==> src/rtl/pipe_ctrl_pkg.sv <==
// Shared constants and types for the Y86 pipeline control unit:
// icodes, register-none id, PC-source selects and FSM state encodings.
package pipe_ctrl_pkg;

  localparam logic [3:0] I_HALT   = 4'h0;
  localparam logic [3:0] I_NOP    = 4'h1;
  localparam logic [3:0] I_RRMOVL = 4'h2;
  localparam logic [3:0] I_IRMOVL = 4'h3;
  localparam logic [3:0] I_RMMOVL = 4'h4;
  localparam logic [3:0] I_MRMOVL = 4'h5;
  localparam logic [3:0] I_OPL    = 4'h6;
  localparam logic [3:0] I_JXX    = 4'h7;
  localparam logic [3:0] I_CALL   = 4'h8;
  localparam logic [3:0] I_RET    = 4'h9;
  localparam logic [3:0] I_PUSHL  = 4'hA;
  localparam logic [3:0] I_POPL   = 4'hB;

  localparam logic [7:0] RNONE = 8'h0F;

  localparam logic [1:0] PC_PRED    = 2'd0;
  localparam logic [1:0] PC_MISPRED = 2'd1;
  localparam logic [1:0] PC_RET     = 2'd2;

  localparam logic [1:0] S_RUN      = 2'd0;
  localparam logic [1:0] S_RET_WAIT = 2'd1;
  localparam logic [1:0] S_HALTED   = 2'd2;

  // Bubbled cycles still to go once a ret leaves D (D->E->M->W).
  localparam logic [1:0] RET_CNT_INIT = 2'd2;

  typedef struct packed {
    logic stop;
    logic mispred;
    logic load_use;
    logic ret_d;
  } hazard_t;

  function automatic logic is_load(input logic [3:0] icode);
    return (icode == I_MRMOVL) || (icode == I_POPL);
  endfunction

endpackage

==> src/rtl/pipe_ctrl_if.sv <==
// Pipeline-side bundle for pipe_ctrl: stage observations in, stall/bubble
// strobes, PC select and performance counters out.
interface pipe_ctrl_if #(parameter int CNT_W = 32);
  logic [7:0]       d_icode, d_srcA, d_srcB;
  logic [7:0]       e_icode, e_dstM;
  logic             e_cnd, m_err;
  logic [7:0]       w_icode;
  logic             w_err;
  logic             f_stall, d_stall, w_stall;
  logic             d_bubble, e_bubble, m_bubble;
  logic [1:0]       pc_sel;
  logic             halted;
  logic [CNT_W-1:0] perf_stall, perf_bubble, perf_mispred;

  modport master (
    output d_icode, d_srcA, d_srcB, e_icode, e_dstM, e_cnd, m_err, w_icode, w_err,
    input  f_stall, d_stall, w_stall, d_bubble, e_bubble, m_bubble, pc_sel, halted,
    input  perf_stall, perf_bubble, perf_mispred
  );

  modport slave (
    input  d_icode, d_srcA, d_srcB, e_icode, e_dstM, e_cnd, m_err, w_icode, w_err,
    output f_stall, d_stall, w_stall, d_bubble, e_bubble, m_bubble, pc_sel, halted,
    output perf_stall, perf_bubble, perf_mispred
  );
endinterface

==> src/rtl/pipe_hazard_det.sv <==
// Combinational hazard flags for pipe_ctrl: load-use, mispredict,
// ret sitting in D, and stop (halt or error reaching W).
module pipe_hazard_det
  import pipe_ctrl_pkg::*;
(
  input  logic [7:0] d_icode_i,
  input  logic [7:0] d_srcA_i,
  input  logic [7:0] d_srcB_i,
  input  logic [7:0] e_icode_i,
  input  logic [7:0] e_dstM_i,
  input  logic       e_cnd_i,
  input  logic [7:0] w_icode_i,
  input  logic       w_err_i,
  output hazard_t    haz_o
);

  // Only the low nibble of an icode carries the instruction.
  logic unused_icode_hi;
  assign unused_icode_hi = ^{d_icode_i[7:4], e_icode_i[7:4], w_icode_i[7:4]};

  always_comb begin
    haz_o          = '0;
    haz_o.load_use = is_load(e_icode_i[3:0]) && (e_dstM_i != RNONE) &&
                     ((e_dstM_i == d_srcA_i) || (e_dstM_i == d_srcB_i));
    haz_o.mispred  = (e_icode_i[3:0] == I_JXX) && !e_cnd_i;
    haz_o.ret_d    = (d_icode_i[3:0] == I_RET);
    haz_o.stop     = (w_icode_i[3:0] == I_HALT) || w_err_i;
  end

endmodule

==> src/rtl/pipe_ctrl.sv <==
// Pipeline control unit for the five-stage Y86 core: hazard priority, ret/halt
// FSM and optional performance counters (enabled by PIPE_CTRL_PERF_EN).
//
// state      | meaning
// RUN        | normal flow; hazards resolved by priority each cycle
// RET_WAIT   | ret travelling D->W, fetch held; ret_cnt counts bubbles left
// HALTED     | halt or error reached W; everything held until reset
module pipe_ctrl
  import pipe_ctrl_pkg::*;
#(
  parameter int CNT_W = 32
) (
  input  logic      clk,
  input  logic      rst,
  pipe_ctrl_if.slave bus
);

  logic [1:0] state_q, state_d;
  logic [1:0] ret_cnt_q, ret_cnt_d;
  hazard_t    haz;

  logic       f_stall, d_stall, w_stall;
  logic       d_bubble, e_bubble, m_bubble;
  logic [1:0] pc_sel;
  logic       halted, go_halt, mp_taken;

  pipe_hazard_det u_haz (
    .d_icode_i (bus.d_icode),
    .d_srcA_i  (bus.d_srcA),
    .d_srcB_i  (bus.d_srcB),
    .e_icode_i (bus.e_icode),
    .e_dstM_i  (bus.e_dstM),
    .e_cnd_i   (bus.e_cnd),
    .w_icode_i (bus.w_icode),
    .w_err_i   (bus.w_err),
    .haz_o     (haz)
  );

  always_comb begin
    state_d   = state_q;
    ret_cnt_d = ret_cnt_q;
    f_stall   = 1'b0;
    d_stall   = 1'b0;
    w_stall   = 1'b0;
    d_bubble  = 1'b0;
    e_bubble  = 1'b0;
    m_bubble  = 1'b0;
    pc_sel    = PC_PRED;
    halted    = 1'b0;
    go_halt   = 1'b0;
    mp_taken  = 1'b0;
    case (state_q)
      S_RUN: begin
        if (haz.stop) begin
          go_halt = 1'b1;
        end else if (haz.mispred) begin
          d_bubble = 1'b1;
          e_bubble = 1'b1;
          pc_sel   = PC_MISPRED;
          mp_taken = 1'b1;
        end else if (haz.load_use) begin
          f_stall  = 1'b1;
          d_stall  = 1'b1;
          e_bubble = 1'b1;
        end else if (haz.ret_d) begin
          f_stall   = 1'b1;
          d_bubble  = 1'b1;
          state_d   = S_RET_WAIT;
          ret_cnt_d = RET_CNT_INIT;
        end
        if (bus.m_err || bus.w_err) m_bubble = 1'b1;
      end
      S_RET_WAIT: begin
        if (haz.stop) begin
          go_halt = 1'b1;
        end else if (ret_cnt_q != 2'd0) begin
          f_stall   = 1'b1;
          d_bubble  = 1'b1;
          ret_cnt_d = ret_cnt_q - 2'd1;
        end else begin
          pc_sel  = PC_RET;
          state_d = S_RUN;
        end
      end
      default: go_halt = 1'b1;
    endcase
    // Halt outputs replace whatever the case above produced.
    if (go_halt) begin
      state_d   = S_HALTED;
      ret_cnt_d = 2'd0;
      f_stall   = 1'b1;
      d_stall   = 1'b1;
      w_stall   = 1'b1;
      d_bubble  = 1'b0;
      e_bubble  = 1'b1;
      m_bubble  = 1'b1;
      pc_sel    = PC_PRED;
      halted    = 1'b1;
      mp_taken  = 1'b0;
    end
  end

  always_ff @(posedge clk or negedge rst) begin
    if (!rst) begin
      state_q   <= S_RUN;
      ret_cnt_q <= 2'd0;
    end else begin
      state_q   <= state_d;
      ret_cnt_q <= ret_cnt_d;
    end
  end

  assign bus.f_stall  = rst & f_stall;
  assign bus.d_stall  = rst & d_stall;
  assign bus.w_stall  = rst & w_stall;
  assign bus.d_bubble = rst & d_bubble;
  assign bus.e_bubble = rst & e_bubble;
  assign bus.m_bubble = rst & m_bubble;
  assign bus.pc_sel   = rst ? pc_sel : PC_PRED;
  assign bus.halted   = rst & halted;

`ifdef PIPE_CTRL_PERF_EN
  logic [CNT_W-1:0] perf_stall_q, perf_bubble_q, perf_mispred_q;

  always_ff @(posedge clk or negedge rst) begin
    if (!rst) begin
      perf_stall_q   <= '0;
      perf_bubble_q  <= '0;
      perf_mispred_q <= '0;
    end else begin
      if (f_stall && (state_q != S_HALTED))  perf_stall_q  <= perf_stall_q + 1'b1;
      if (e_bubble && (state_q != S_HALTED)) perf_bubble_q <= perf_bubble_q + 1'b1;
      if (mp_taken)                           perf_mispred_q <= perf_mispred_q + 1'b1;
    end
  end

  assign bus.perf_stall   = perf_stall_q;
  assign bus.perf_bubble  = perf_bubble_q;
  assign bus.perf_mispred = perf_mispred_q;
`else
  logic unused_perf;
  assign unused_perf      = mp_taken;
  assign bus.perf_stall   = {CNT_W{1'b0}};
  assign bus.perf_bubble  = {CNT_W{1'b0}};
  assign bus.perf_mispred = {CNT_W{1'b0}};
`endif

endmodule
==> src/flat_wrapper.sv <==
// flat-port wrapper written by rule: the top's interface ports become plain ports
module pipe_ctrl_flat import pipe_ctrl_pkg::*;
#(
  parameter int CNT_W = 32
)
  (clk, rst, bus_d_icode, bus_d_srcA, bus_d_srcB, bus_e_icode, bus_e_dstM, bus_e_cnd, bus_m_err, bus_w_icode, bus_w_err, bus_f_stall, bus_d_stall, bus_w_stall, bus_d_bubble, bus_e_bubble, bus_m_bubble, bus_pc_sel, bus_halted, bus_perf_stall, bus_perf_bubble, bus_perf_mispred);
  pipe_ctrl_if #(.CNT_W(CNT_W)) bus_i ();
  input  logic clk;
  input  logic rst;
  input wire logic [$bits(bus_i.d_icode)-1:0] bus_d_icode;
  input wire logic [$bits(bus_i.d_srcA)-1:0] bus_d_srcA;
  input wire logic [$bits(bus_i.d_srcB)-1:0] bus_d_srcB;
  input wire logic [$bits(bus_i.e_icode)-1:0] bus_e_icode;
  input wire logic [$bits(bus_i.e_dstM)-1:0] bus_e_dstM;
  input wire logic [$bits(bus_i.e_cnd)-1:0] bus_e_cnd;
  input wire logic [$bits(bus_i.m_err)-1:0] bus_m_err;
  input wire logic [$bits(bus_i.w_icode)-1:0] bus_w_icode;
  input wire logic [$bits(bus_i.w_err)-1:0] bus_w_err;
  output wire logic [$bits(bus_i.f_stall)-1:0] bus_f_stall;
  output wire logic [$bits(bus_i.d_stall)-1:0] bus_d_stall;
  output wire logic [$bits(bus_i.w_stall)-1:0] bus_w_stall;
  output wire logic [$bits(bus_i.d_bubble)-1:0] bus_d_bubble;
  output wire logic [$bits(bus_i.e_bubble)-1:0] bus_e_bubble;
  output wire logic [$bits(bus_i.m_bubble)-1:0] bus_m_bubble;
  output wire logic [$bits(bus_i.pc_sel)-1:0] bus_pc_sel;
  output wire logic [$bits(bus_i.halted)-1:0] bus_halted;
  output wire logic [$bits(bus_i.perf_stall)-1:0] bus_perf_stall;
  output wire logic [$bits(bus_i.perf_bubble)-1:0] bus_perf_bubble;
  output wire logic [$bits(bus_i.perf_mispred)-1:0] bus_perf_mispred;
  assign bus_i.d_icode = bus_d_icode;
  assign bus_i.d_srcA = bus_d_srcA;
  assign bus_i.d_srcB = bus_d_srcB;
  assign bus_i.e_icode = bus_e_icode;
  assign bus_i.e_dstM = bus_e_dstM;
  assign bus_i.e_cnd = bus_e_cnd;
  assign bus_i.m_err = bus_m_err;
  assign bus_i.w_icode = bus_w_icode;
  assign bus_i.w_err = bus_w_err;
  assign bus_f_stall = bus_i.f_stall;
  assign bus_d_stall = bus_i.d_stall;
  assign bus_w_stall = bus_i.w_stall;
  assign bus_d_bubble = bus_i.d_bubble;
  assign bus_e_bubble = bus_i.e_bubble;
  assign bus_m_bubble = bus_i.m_bubble;
  assign bus_pc_sel = bus_i.pc_sel;
  assign bus_halted = bus_i.halted;
  assign bus_perf_stall = bus_i.perf_stall;
  assign bus_perf_bubble = bus_i.perf_bubble;
  assign bus_perf_mispred = bus_i.perf_mispred;
  pipe_ctrl #(.CNT_W(CNT_W)) u_core (.clk(clk), .rst(rst), .bus(bus_i));
endmodule
==> config.mk <==
export PLATFORM = sky130hd
export DESIGN_NAME = pipe_ctrl_flat
export DESIGN_NICKNAME = d
export VERILOG_FILES = /design/src/rtl/pipe_ctrl_pkg.sv /design/src/rtl/pipe_ctrl_if.sv /design/src/rtl/pipe_hazard_det.sv /design/src/rtl/pipe_ctrl.sv /design/src/flat_wrapper.sv
export SDC_FILE = /design/constraint.sdc
export NUM_CORES = 1
export LEC_CHECK = 0
export ABC_CLOCK_PERIOD_IN_PS = 2340
export BUFFER_PORTS_ARGS = -buffer_cell sky130_fd_sc_hd__buf_2
export CAP_MARGIN = 20
export CORE_ASPECT_RATIO = 0.7
export CORE_MARGIN = 2
export CORE_UTILIZATION = 33
export DETAILED_ROUTE_END_ITERATION = 8
export PLACE_DENSITY = 0.82
export SYNTH_ARGS = -nofsm -noshare
export SYNTH_HDL_FRONTEND = slang
export SYNTH_SLANG_ARGS = --single-unit
==> constraint.sdc <==
create_clock -name clk -period 2.34 [get_ports clk]
set_input_delay 0.351 -clock clk [delete_from_list [all_inputs] [get_ports clk]]
set_output_delay 0.351 -clock clk [all_outputs]
set_load 0.005 [all_outputs]
Yosys cells after proc, flatten, opt, wreduce, memory -nomap -nowiden
Index checks and enable logic that the tools add are counted.

Input port bits: 53. Flip-flop bits (word level): 4. Output and inout bits: 105.

Reduce and logical (&&, ||, !) cells: 15. Mux-type cells: 51. Bitwise gates (word level): 6. Add/sub/neg operators: 1. Eq/ne operators: 15.

Operators with widths (count): 2-to-1 mux 2 bit (19); 2-to-1 mux 1 bit (27); equality test 8 bit (2); AND reduction 7 bit (2); != test 3 bit, second input constant (4); one-hot mux 2 bit (2 select lines) (3); equality test 4 x 3 -> 1 bit, second input constant (2); equality test 4 bit, second input constant (2); != test 8 x 4 -> 1 bit, second input constant (1); bitwise AND 1 bit (6); != test 3 x 1 -> 1 bit, second input constant (2); logical NOT 4 bit (1); logical OR 1 bit (4); one-hot mux 1 bit (2 select lines) (2); logical AND 1 bit (3); != test 3 x 2 -> 1 bit, second input constant (1); nonzero test 3 bit (1); equality test 2 x 1 -> 1 bit, second input constant (1); logical NOT 2 bit (1); nonzero test 2 bit (1); OR reduction 2 bit (1); subtractor 2 x 1 -> 2 bit, second input constant (1); logical NOT 1 bit (1).

Depth between registers and ports, before layout
Depth after elaboration: 10. Depth in mapped cells: 7. Gate-level depth less buffers: 6.

Cells and area by module
A second synthesis with hierarchy kept.

Cells, all modules: 170. Area total of the unflattened synthesis: 1315.0 um^2.

Modules (own cells, without submodules): pipe_ctrl (seq. area each 100.1 um^2, area each 1034.7 um^2, cells each 136, instances 1); pipe_hazard_det (seq. area each 0.0 um^2, area each 280.3 um^2, cells each 34, instances 1).

Worst setup path after synthesis
No wires, ideal clock.

Path kind: input-to-output. Start: input port bus_e_dstM[4]. End: output port bus_f_stall. Arrival time: 1.536 ns. Setup slack: 0.453 ns. Cell stages on the path: 4. Path through: or4_4 > o211ai_2 > nor3_2 > o41a_1.

Word-level cells in the longest chain between the ends: 9. Elaborated cells between the ends (all ways): 12.

RTL lines: start: declaration (RTL line flat_wrapper.sv:14) `input wire logic [$bits(bus_i.e_dstM)-1:0] bus_e_dstM;`; != test 8 x 4 -> 1 bit or equality test 8 bit (tied branches) (RTL line pipe_hazard_det.sv:23, pipe_hazard_det.sv:24); logical AND 1 bit or logical OR 1 bit (tied branches) (RTL line pipe_hazard_det.sv:23, pipe_hazard_det.sv:24); logical AND 1 bit * (RTL line pipe_hazard_det.sv:23) `haz_o.load_use = is_load(e_icode_i[3:0]) && (e_dstM_i != RNONE) &&`; 2-to-1 mux 1 bit * (RTL line pipe_ctrl.sv:61) `end else if (haz.load_use) begin`; 2-to-1 mux 1 bit * (RTL line pipe_ctrl.sv:56) `end else if (haz.mispred) begin`; 2-to-1 mux 1 bit * (RTL line pipe_ctrl.sv:54) `if (haz.stop) begin`; one-hot mux 1 bit (2 select lines) * (RTL line pipe_ctrl.sv:52) `case (state_q)`; 2-to-1 mux 1 bit * (RTL line pipe_ctrl.sv:88) `if (go_halt) begin`; bitwise AND 1 bit * (RTL line pipe_ctrl.sv:113) `assign bus.f_stall = rst & f_stall;`; end: declaration (RTL line flat_wrapper.sv:19) `output wire logic [$bits(bus_i.f_stall)-1:0] bus_f_stall;`.

Mark *: on every way between the ends. The rest lies on a longest branch, timed or not.

Worst setup path after layout
Same ends and word-level chain as after synthesis.

==> results.json <==
{
  "num_vias": 939,
  "relSlewSlack_pct": 66.1,
  "finalNetCount": 276,
  "clkSinkCount": 4,
  "maxCapViolations": 0,
  "design_area_mm2": 0.00127,
  "final-hold-violation-count": 0,
  "synth.top_cell.area_share_pct": 56.6,
  "seqPwrFrac_pct": 20.3,
  "rsz0062_at_grt": "false",
  "cp.depth": 6,
  "dp_slack_ns": 0.0859,
  "yosys-top-cells-count": "97 x buf_4, 16 x xor2_1, 6 x nand2_1",
  "syn_avg_cell_area_um2": 7.57,
  "postPlaceCellArea_mm2": 0.00122,
  "antenna_found_initial": 0,
  "p_leak_nw": 0.728,
  "synth_most_common_cell": "buf_4",
  "final.setup.tns_ns": 0,
  "wl_mm": 2.40,
  "drc": 0,
  "intPower_mw": 0.227,
  "finalPower_mw": 0.343,
  "cp.buffers_inverters": 2,
  "place_hpwl_mm": 2.19,
  "ys_warn_count": 0,
  "rrSetupSlack_ns": 0.77,
  "status": "finished clean",
  "path_max_fanout": 4,
  "slew_violations": 0,
  "first_pass_iters": 4,
  "rr_startpoint": "u_core.state_q[0]$_DFFE_PN0P_",
  "hold_slack_ns": 0.509,
  "antennaDiodeCount": 0,
  "synth_cells": 170,
  "cts_tree": "built",
  "dieWidth_um": 78.6,
  "postCtsSetupBuffers": 0,
  "power.density_mw_per_mm2": 269,
  "r2r_end": "u_core.state_q[0]$_DFFE_PN0P_",
  "clk_transition_reported_paths_ns": 0.03,
  "io_buffers": 49,
  "rr_worst_depth": 5,
  "period_share_pct": 95.9,
  "postRouteAntennaNets": 0,
  "startpoint": "bus_e_dstM[4]",
  "wl_per_cell_um": 8.88,
  "die_h_um": 56.2,
  "pin_count": 158,
  "htree_num_levels": 1,
  "slowest_delay_ns": 0.54,
  "clk_latency_ns": 0.22,
  "cp-start-kind": "input pin",
  "fin_ws_ns": 0.0957,
  "crit_end": "bus_f_stall",
  "drtIter0Drc": 33,
  "grt_pass1_vias": 711,
  "core_mm2": 0.00363,
  "crit_path_top_delay_cell": "or4_4",
  "synth_area_mm2": 0.00129,
  "cts-root-buf": "clkbuf_8",
  "syn_to_final_growth_pct": -0.973,
  "required_ns": 1.99,
  "cts_buffers": 3,
  "rows": 18,
  "vias_per_cell": 3.48,
  "grt_first_pass_wirelength_mm": 3.22,
  "grt_max_degree": 11,
  "cts.path.max_buffers": 2,
  "cp_common_cell": "buf_2",
  "endpoint_kind": "output pin",
  "worst_clock_skew_ns": 0.00215,
  "worst_pin_slew_ns": 0.505,
  "crit_chain": "buf_2 > or4_4 > o211ai_2 > nor3_2 > o41a_1 > buf_2",
  "switching_power_mw": 0.116,
  "grt.total_usage_pct": 9.40,
  "initial_core_util_pct": 35.5,
  "layout-drive-gt1-share_pct": 25.5,
  "synth_flop_cell": "dfrtp_1",
  "pwr-share-clk_pct": 43.2,
  "switching_share_pct": 33.7,
  "worst_hold_path_type": "in2async",
  "fillers": 406,
  "synth.distinct_cells": 33,
  "setup_viol": 0,
  "synthTopCellsByArea": "buf_4 57%, xor2_1 11%, dfrtp_1 7.8%",
  "cp.arrival_ns": 1.89,
  "async_reset_ff_share_pct": 100,
  "dieArea_mm2": 0.00442,
  "comb_power_share_pct": 36.5,
  "vdd_ir_drop_max_mv": 0.117,
  "path_class": "in2out",
  "seq_area_frac_synth_pct": 7.78,
  "fmax_ghz": 0.446,
  "grt_remaining_overflow": 0,
  "finalWeightedCongestion": 0.740,
  "yosys.area.top_type": "buf_4",
  "synth_edf_count": 0,
  "fin_crit_ns": 2.24,
  "ys_seq_elements": 4,
  "cts_resized": 0,
  "crit_family": "compound AO/OA/AOI/OAI gates"
}
==> worst min path at each step <==
stage	from	to	slack, ns	depth (start not counted)
2_1_floorplan	rst	u_core.ret_cnt_q[0]$_DFFE_PN0P_	0.06	0
3_3_place_gp	rst	u_core.ret_cnt_q[0]$_DFFE_PN0P_	0.20	1
3_5_place_dp	rst	u_core.ret_cnt_q[0]$_DFFE_PN0P_	0.21	1
4_1_cts	rst	u_core.state_q[0]$_DFFE_PN0P_	0.52	2
5_1_grt	rst	u_core.state_q[0]$_DFFE_PN0P_	0.53	2
6_report	rst	u_core.state_q[0]$_DFFE_PN0P_	0.51	2
==> layout by cell type, fill, tap and decap left out, drive strengths merged, types with 2 or more instances in the layout <==
master  Yosys  layout
a21oi       4       4
dfrtp       4       4
nor3        3       3
nand2       6       6
o21ai       2       2
o21a        2       2
nor2b       2       2
conb        1      96
inv         3       3
clkbuf      2       3
nor2        5       5
nor4        5       5
buf        97      50
xor2       16      16
==> power by group through the flow <==
stage,Combinational [mW],Clock [mW],Sequential (mW)
after floorplan,0.184,0,0.0705
after global placement,0.119,0,0.0704
after detailed placement,0.121,0,0.0704
after CTS,0.123,0.153,0.0696
after global routing,0.143,0.161,0.0696
final,0.125,0.148,0.0696
==> metrics by stage <==
step	util (%)	cells
2_1_floorplan	-	265
3_3_place_gp	33.7	266
3_5_place_dp	33.7	266
4_1_cts	35.1	270
5_1_grt	35.1	270
6_report	35.1	270
==> state kept, by name, summed over array words and instances, names as in the netlist <==
register          cells
u_core.ret_cnt_q      2
u_core.state_q        2
==> cell families (layout without fill, tap and decap cells) <==
| logic type | count (synthesis) | in the layout | synth area share [%] |
|---|---|---|---|
| AO/OA/AOI/OAI | 15 | 15 | 8.27 |
| XOR/XNOR | 17 | 17 | 11.6 |
| adder cells (fa/ha/maj) | 1 | 1 | 0.973 |
| buffers and inverters | 103 | 58 | 58.4 |
| flip-flops | 4 | 4 | 7.78 |
| other | 1 | 96 | 0.292 |
| AND/OR/NAND/NOR | 29 | 29 | 12.7 |
==> what timing repair did <==
item,in CTS,in global routing
hold endpoints to repair,4,0
hold buffers,1,0
setup endpoints to repair,0,0
==> per-layer routing <==
metal  track usage (%)  part of all wire [%]
met4              3.01                   1.1
met1              11.5                    39
met2              15.1                    50
met5                 0                     0
met3              3.57                   9.8
==> layout make-up <==
cell class | instances | area (µm²) | share of cell area, %
timing repair buffer | 51 | 263 | 20.6
tap | 50 | 62.6 | 4.91
multi-input combinational | 158 | 792 | 62.2
sequential | 4 | 100 | 7.86
inverter | 4 | 15.0 | 1.18
clock buffer | 3 | 41.3 | 3.24
No activity file was read; power rests on OpenSTA's default activity.
